**src/rtl/arb_pkg.sv**
```systemverilog
// Shared constants and helpers for the three-core round-robin bus arbiter.
package arb_pkg;

  typedef enum logic [1:0] {
    ST_IDLE    = 2'd0,
    ST_GRANT   = 2'd1,
    ST_RELEASE = 2'd2
  } arb_state_e;

  localparam logic [2:0] SEL_N    = 3'b001;
  localparam logic [2:0] SEL_K    = 3'b010;
  localparam logic [2:0] SEL_M    = 3'b100;
  localparam logic [2:0] SEL_NONE = 3'b000;

  localparam logic [1:0] OWNER_N    = 2'd0;
  localparam logic [1:0] OWNER_K    = 2'd1;
  localparam logic [1:0] OWNER_M    = 2'd2;
  localparam logic [1:0] OWNER_NONE = 2'd3;

  function automatic logic [1:0] sel_to_owner(input logic [2:0] sel);
    case (sel)
      SEL_N:   return OWNER_N;
      SEL_K:   return OWNER_K;
      SEL_M:   return OWNER_M;
      default: return OWNER_NONE;
    endcase
  endfunction

endpackage

```
**src/rtl/rr_pick3.sv**
```systemverilog
// Combinational round-robin pick among three requesters, starting after the last owner.
module rr_pick3
  import arb_pkg::*;
(
  input  logic [2:0] req,
  input  logic [1:0] last_owner,
  output logic [2:0] pick,
  output logic       pick_valid
);

  always_comb begin
    pick = SEL_NONE;
    case (last_owner)
      OWNER_N: begin
        if (req[1])      pick = SEL_K;
        else if (req[2]) pick = SEL_M;
        else if (req[0]) pick = SEL_N;
      end
      OWNER_K: begin
        if (req[2])      pick = SEL_M;
        else if (req[0]) pick = SEL_N;
        else if (req[1]) pick = SEL_K;
      end
      // Last owner M (and the unused code) start the rotation at N.
      default: begin
        if (req[0])      pick = SEL_N;
        else if (req[1]) pick = SEL_K;
        else if (req[2]) pick = SEL_M;
      end
    endcase
  end

  assign pick_valid = |req;

endmodule

```
**src/rtl/core_bus_arbiter.sv**
```systemverilog
// Round-robin arbiter driving a registered one-hot 3:1 bus mux select for cores N, K, M.
// Optional forced release after MAX_HOLD grant cycles when ARB_TIMEOUT_EN is defined.
module core_bus_arbiter
  import arb_pkg::*;
#(
  parameter int MAX_HOLD = 255,
  parameter int CNT_W    = 8
) (
  input  logic       clk,
  input  logic       rst,
  input  logic [2:0] req,
  input  logic [2:0] done,
  output logic [2:0] grant,
  output logic [1:0] owner,
  output logic       busy,
  output logic       timeout_flag
);

  if ((1 << CNT_W) <= MAX_HOLD) begin : g_bad_cfg
    $error("CNT_W too narrow for MAX_HOLD");
  end

  arb_state_e state, state_nxt;
  logic [2:0] grant_nxt;
  logic [1:0] owner_nxt;
  logic [1:0] last_owner, last_nxt;
  logic [2:0] pick;
  logic       pick_valid;
  logic       timeout_hit;
  logic       release_hit;

  rr_pick3 u_pick (
    .req        (req),
    .last_owner (last_owner),
    .pick       (pick),
    .pick_valid (pick_valid)
  );

  // Masking with the grant itself restricts done/req to the current owner only.
  assign release_hit = (|(done & grant)) | (~|(req & grant)) | timeout_hit;

  always_comb begin
    state_nxt = state;
    grant_nxt = grant;
    owner_nxt = owner;
    last_nxt  = last_owner;
    case (state)
      ST_IDLE: begin
        if (pick_valid) begin
          grant_nxt = pick;
          owner_nxt = sel_to_owner(pick);
          state_nxt = ST_GRANT;
        end else begin
          grant_nxt = SEL_NONE;
          owner_nxt = OWNER_NONE;
        end
      end
      ST_GRANT: begin
        if (release_hit) begin
          grant_nxt = SEL_NONE;
          owner_nxt = OWNER_NONE;
          last_nxt  = owner;
          state_nxt = ST_RELEASE;
        end
      end
      ST_RELEASE: begin
        grant_nxt = SEL_NONE;
        owner_nxt = OWNER_NONE;
        state_nxt = ST_IDLE;
      end
      default: begin
        grant_nxt = SEL_NONE;
        owner_nxt = OWNER_NONE;
        state_nxt = ST_IDLE;
      end
    endcase
  end

  always_ff @(posedge clk or posedge rst) begin
    if (rst) begin
      state      <= ST_IDLE;
      grant      <= SEL_NONE;
      owner      <= OWNER_NONE;
      last_owner <= OWNER_M;
    end else begin
      state      <= state_nxt;
      grant      <= grant_nxt;
      owner      <= owner_nxt;
      last_owner <= last_nxt;
    end
  end

  assign busy = |grant;

`ifdef ARB_TIMEOUT_EN
  localparam logic [CNT_W-1:0] HOLD_LAST = CNT_W'(MAX_HOLD - 1);
  localparam logic [CNT_W-1:0] CNT_MAX   = {CNT_W{1'b1}};

  logic [CNT_W-1:0] hold_cnt;
  logic             tflag;

  // Counter is zero on the first grant cycle, so a hit on MAX_HOLD-1 gives MAX_HOLD cycles.
  assign timeout_hit = (state == ST_GRANT) && (hold_cnt == HOLD_LAST);

  always_ff @(posedge clk or posedge rst) begin
    if (rst) begin
      hold_cnt <= '0;
      tflag    <= 1'b0;
    end else begin
      tflag <= timeout_hit;
      if (state != ST_GRANT)
        hold_cnt <= '0;
      else if (hold_cnt != CNT_MAX)
        hold_cnt <= hold_cnt + CNT_W'(1);
    end
  end

  assign timeout_flag = tflag;
`else
  assign timeout_hit  = 1'b0;
  assign timeout_flag = 1'b0;
`endif

endmodule

```
**config.mk**
```make
export PLATFORM = sky130hd
export DESIGN_NAME = core_bus_arbiter
export DESIGN_NICKNAME = d
export VERILOG_FILES = /design/src/rtl/arb_pkg.sv /design/src/rtl/rr_pick3.sv /design/src/rtl/core_bus_arbiter.sv
export SDC_FILE = /design/constraint.sdc
export NUM_CORES = 1
export LEC_CHECK = 0
export CORE_AREA = 5 5 42 44
export CTS_BUF_LIST = sky130_fd_sc_hd__clkbuf_8 sky130_fd_sc_hd__clkbuf_16
export DETAILED_ROUTE_END_ITERATION = 16
export DIE_AREA = 0 0 47 49
export DONT_BUFFER_PORTS = 1
export GPL_TIMING_DRIVEN = 0
export PLACE_DENSITY_LB_ADDON = 0.3
export SKIP_LAST_GASP = 1
export SLEW_MARGIN = 5
export SYNTH_ARGS = -nofsm -noshare
export SYNTH_HDL_FRONTEND = slang
export SYNTH_SLANG_ARGS = --single-unit
```
**constraint.sdc**
```tcl
create_clock -name clk -period 1.6 [get_ports clk]
set_input_delay 0.32 -clock clk [delete_from_list [all_inputs] [get_ports clk]]
set_output_delay 0.32 -clock clk [all_outputs]
set_load 0.05 [all_outputs]
```
==> results.py <==
metrics = {
    "outcome": {
        "outcome": "finished clean",
    },
    "clock_network": {
        "clockBufferDepth": 2,
        "cts.sinks": 9,
        "cts_tree": "done",
        "path_clk_slew_ps": 40,
        "cts_max_level": 1,
        "cts_buffers": 3,
        "root_buffer": "clkbuf_8",
        "clock_latency_ps": 230,
    },
    "logic_synthesis": {
        "ys_dominant_reg_cell": "dfrtp_1",
        "yosys_warnings": 0,
        "yosys-top-cells-area": "dfrtp_1, dfstp_2, mux2_4, a222oi_1, inv_1",
        "synth_edf_count": 0,
        "synth.top_cells.by_count": "dfrtp_1, inv_1, nand2_1",
        "synth-seq-cells": 9,
        "ys_seq_area_frac": 0.503,
        "syn_inst": 44,
        "synth_cell_types": 24,
        "syn_area_um2": 455,
        "async_flop_share": 1.00,
        "syn_avg_cell_area_um2": 10.4,
        "synth_top_area_share": 0.330,
        "synth_most_common_cell": "dfrtp_1",
        "synth_fp_nets": 52,
        "synth_top_area_cell": "dfrtp_1",
    },
    "worst_setup_path": {
        "worstPathRequired_ps": 1280,
        "crit_type": "register to output pin",
        "worstPathArrival_ps": 1280,
        "cp-end-kind": "output pin",
        "cp_top_family": "simple AND/OR/NAND/NOR gates",
        "path_cells": "or3_4",
        "slowest_stage": "or3_4",
        "crit_buf_inv": 0,
        "max_stage_delay_ps": 530,
        "worstSetupStartpointType": "register",
        "cp_max_fo": 5,
        "r2r_setup_slack_ps": 0.3,
    },
    "power": {
        "p_leak_uw": 0.000242,
        "p_per_area_mw_per_mm2": 2290,
        "power_uw": 1250,
        "irDropWorstVdd_mv": 0.757,
    },
    "sta": {
        "fin_skew_ps": 2.91,
        "setup_viol_count_final": 0,
        "slew_viol_final": 0,
        "rsz0062_at_grt": "yes",
        "fin_crit_ps": 1600,
        "timing_hold_violations_final": 0,
        "fmax_ghz": 0.625,
        "fin_crit_sh": 1.00,
    },
    "layout": {
        "diodes": 0,
        "instances_no_fill": 66,
        "nNetsFinal": 59,
        "synthToLayoutAreaGrowth_pct": 20.1,
        "final_layout_size_suffix_gt1_frac": 0.300,
    },
    "route": {
        "dr.pass1.iters": 4,
        "ant_nets": 0,
        "via_per_inst": 5.42,
        "first_iter_violations": 13,
        "wl_um": 955,
        "routedWlPerCell_um": 14.5,
        "drc": 0,
        "vias": 358,
    },
    "hold_path": {
        "min_path_type": "primary input to register",
    },
    "floorplan": {
        "initial_utilization": 0.325,
        "rows": 14,
        "io-pin-count": 15,
        "dieArea_mm2": 0.00230,
        "die_x_um": 47,
        "core_mm2": 0.00140,
        "die_y_um": 49,
    },
    "global_routing": {
        "grt_pass1_vias": 379,
        "grt_max_degree": 10,
        "overflow": 0,
        "grt_usage": 0.106,
        "grt_pass1_wl_um": 1650,
        "antenna_found_initial": 0,
    },
    "placement": {
        "hpwl_um": 725,
        "place_congestion": 0.733,
        "io_buffers": 0,
        "dpl.cell_count": 60,
    },
    "run": {
        "cap_viol_max_count": 0,
    },
}
-- sequential cells by signal, summed over array words and instances (netlist names) --
register / cells
last_owner: 2
grant: 3
owner: 2
state: 2
-- kinds of logic (layout without fill, tap and decap cells) --
family | Yosys count | count (layout) | synth area share
AOI/OAI and AO/OA | 12 | 12 | 0.201
buffers and inverters | 6 | 12 | 0.0577
DFF | 9 | 9 | 0.503
muxes | 2 | 2 | 0.0659
other | 1 | 1 | 0.00823
and+or+nand+nor | 14 | 14 | 0.165
-- per-layer routing --
metal / part of all wire / wire (µm) / up-vias / GRT usage
met4: 0.037 / 35 / 0 / 0.0968
met3: 0.075 / 72 / 4 / 0.0369
met2: 0.46 / 442 / 12 / 0.136
met1: 0.42 / 404 / 172 / 0.133
met5: 0 / 0 / - / 0
li1: - / - / 170 / -
-- power by group --
part | internal (µW) | total [µW] | leakage, µW | switching [µW]
combinational | 194 | 404 | 0.000112 | 210
sequential | 351 | 596 | 0.000103 | 245
clock | 167 | 251 | 0.0000269 | 84.2
total | 711 | 1250 | 0.000242 | 539
-- timing repair --
item,in CTS,in global routing
setup endpoints to repair,6,8
pin swaps,1,1
hold endpoints to repair,6,0
hold buffers,1,0
gates resized for setup,3,0
buffers inserted,1,0
-- per-stage QoR --
stage	util	hold slack [ps]	setup WS (ps)	setup TNS [ps]	area (µm²)
CTS	0.390	216	-10.7	-19.9	547
finish	0.390	216	0.258	0	547
floorplan	-	146	5.25	0	457
global placement	0.340	188	-95.4	-304	477
global route	0.390	239	-84.3	-279	547
detailed placement	0.340	191	-121	-423	477
-- cell type report --
type,instances,area [µm²]
Buffer,1,7.51
Clock buffer,3,41.3
Clock inverter,1,3.75
Fill cell,149,855
Inverter,5,18.8
Multi-Input combinational cell,29,205
Sequential cell,9,233
Tap cell,16,20.0
Timing Repair Buffer,2,17.5
-- placed cells by master, fill, tap and decap left out --
cell type and count:
inv_1 6, nand2_1 4, nand2b_1 3, clkbuf_8 3, dfrtp_2 3, dfrtp_1 3, dfstp_2 3, a222oi_1 2
nor2_1 2, o2bb2ai_1 2, mux2_4 2, buf_4 2, nor2b_1 1, o22ai_1 1, o31ai_1 1, nand2b_2 1
or2_1 1, o221ai_1 1, o21a_1 1, o21ai_0 1, nand4_1 1, o21ai_1 1, or3_4 1, a2bb2oi_1 1
a21oi_1 1, conb_1 1, dlygate4sd3_1 1
-- final timing paths --
kind                                           start                        end  depth (start not counted)
max                             grant[2]$_DFFE_PP0P_                       busy                          1
min                                           req[0]       grant[0]$_DFFE_PP0P_                          2
max reg2reg                     grant[1]$_DFFE_PP0P_  last_owner[0]$_DFFE_PP0P_                          4
min reg2reg                last_owner[0]$_DFFE_PP0P_  last_owner[0]$_DFFE_PP0P_                          1
max in group asynchronous                        rst  last_owner[1]$_DFFE_PP1P_                          2
min in group asynchronous                        rst  last_owner[0]$_DFFE_PP0P_                          2
Power figures use the tool's default switching activity.
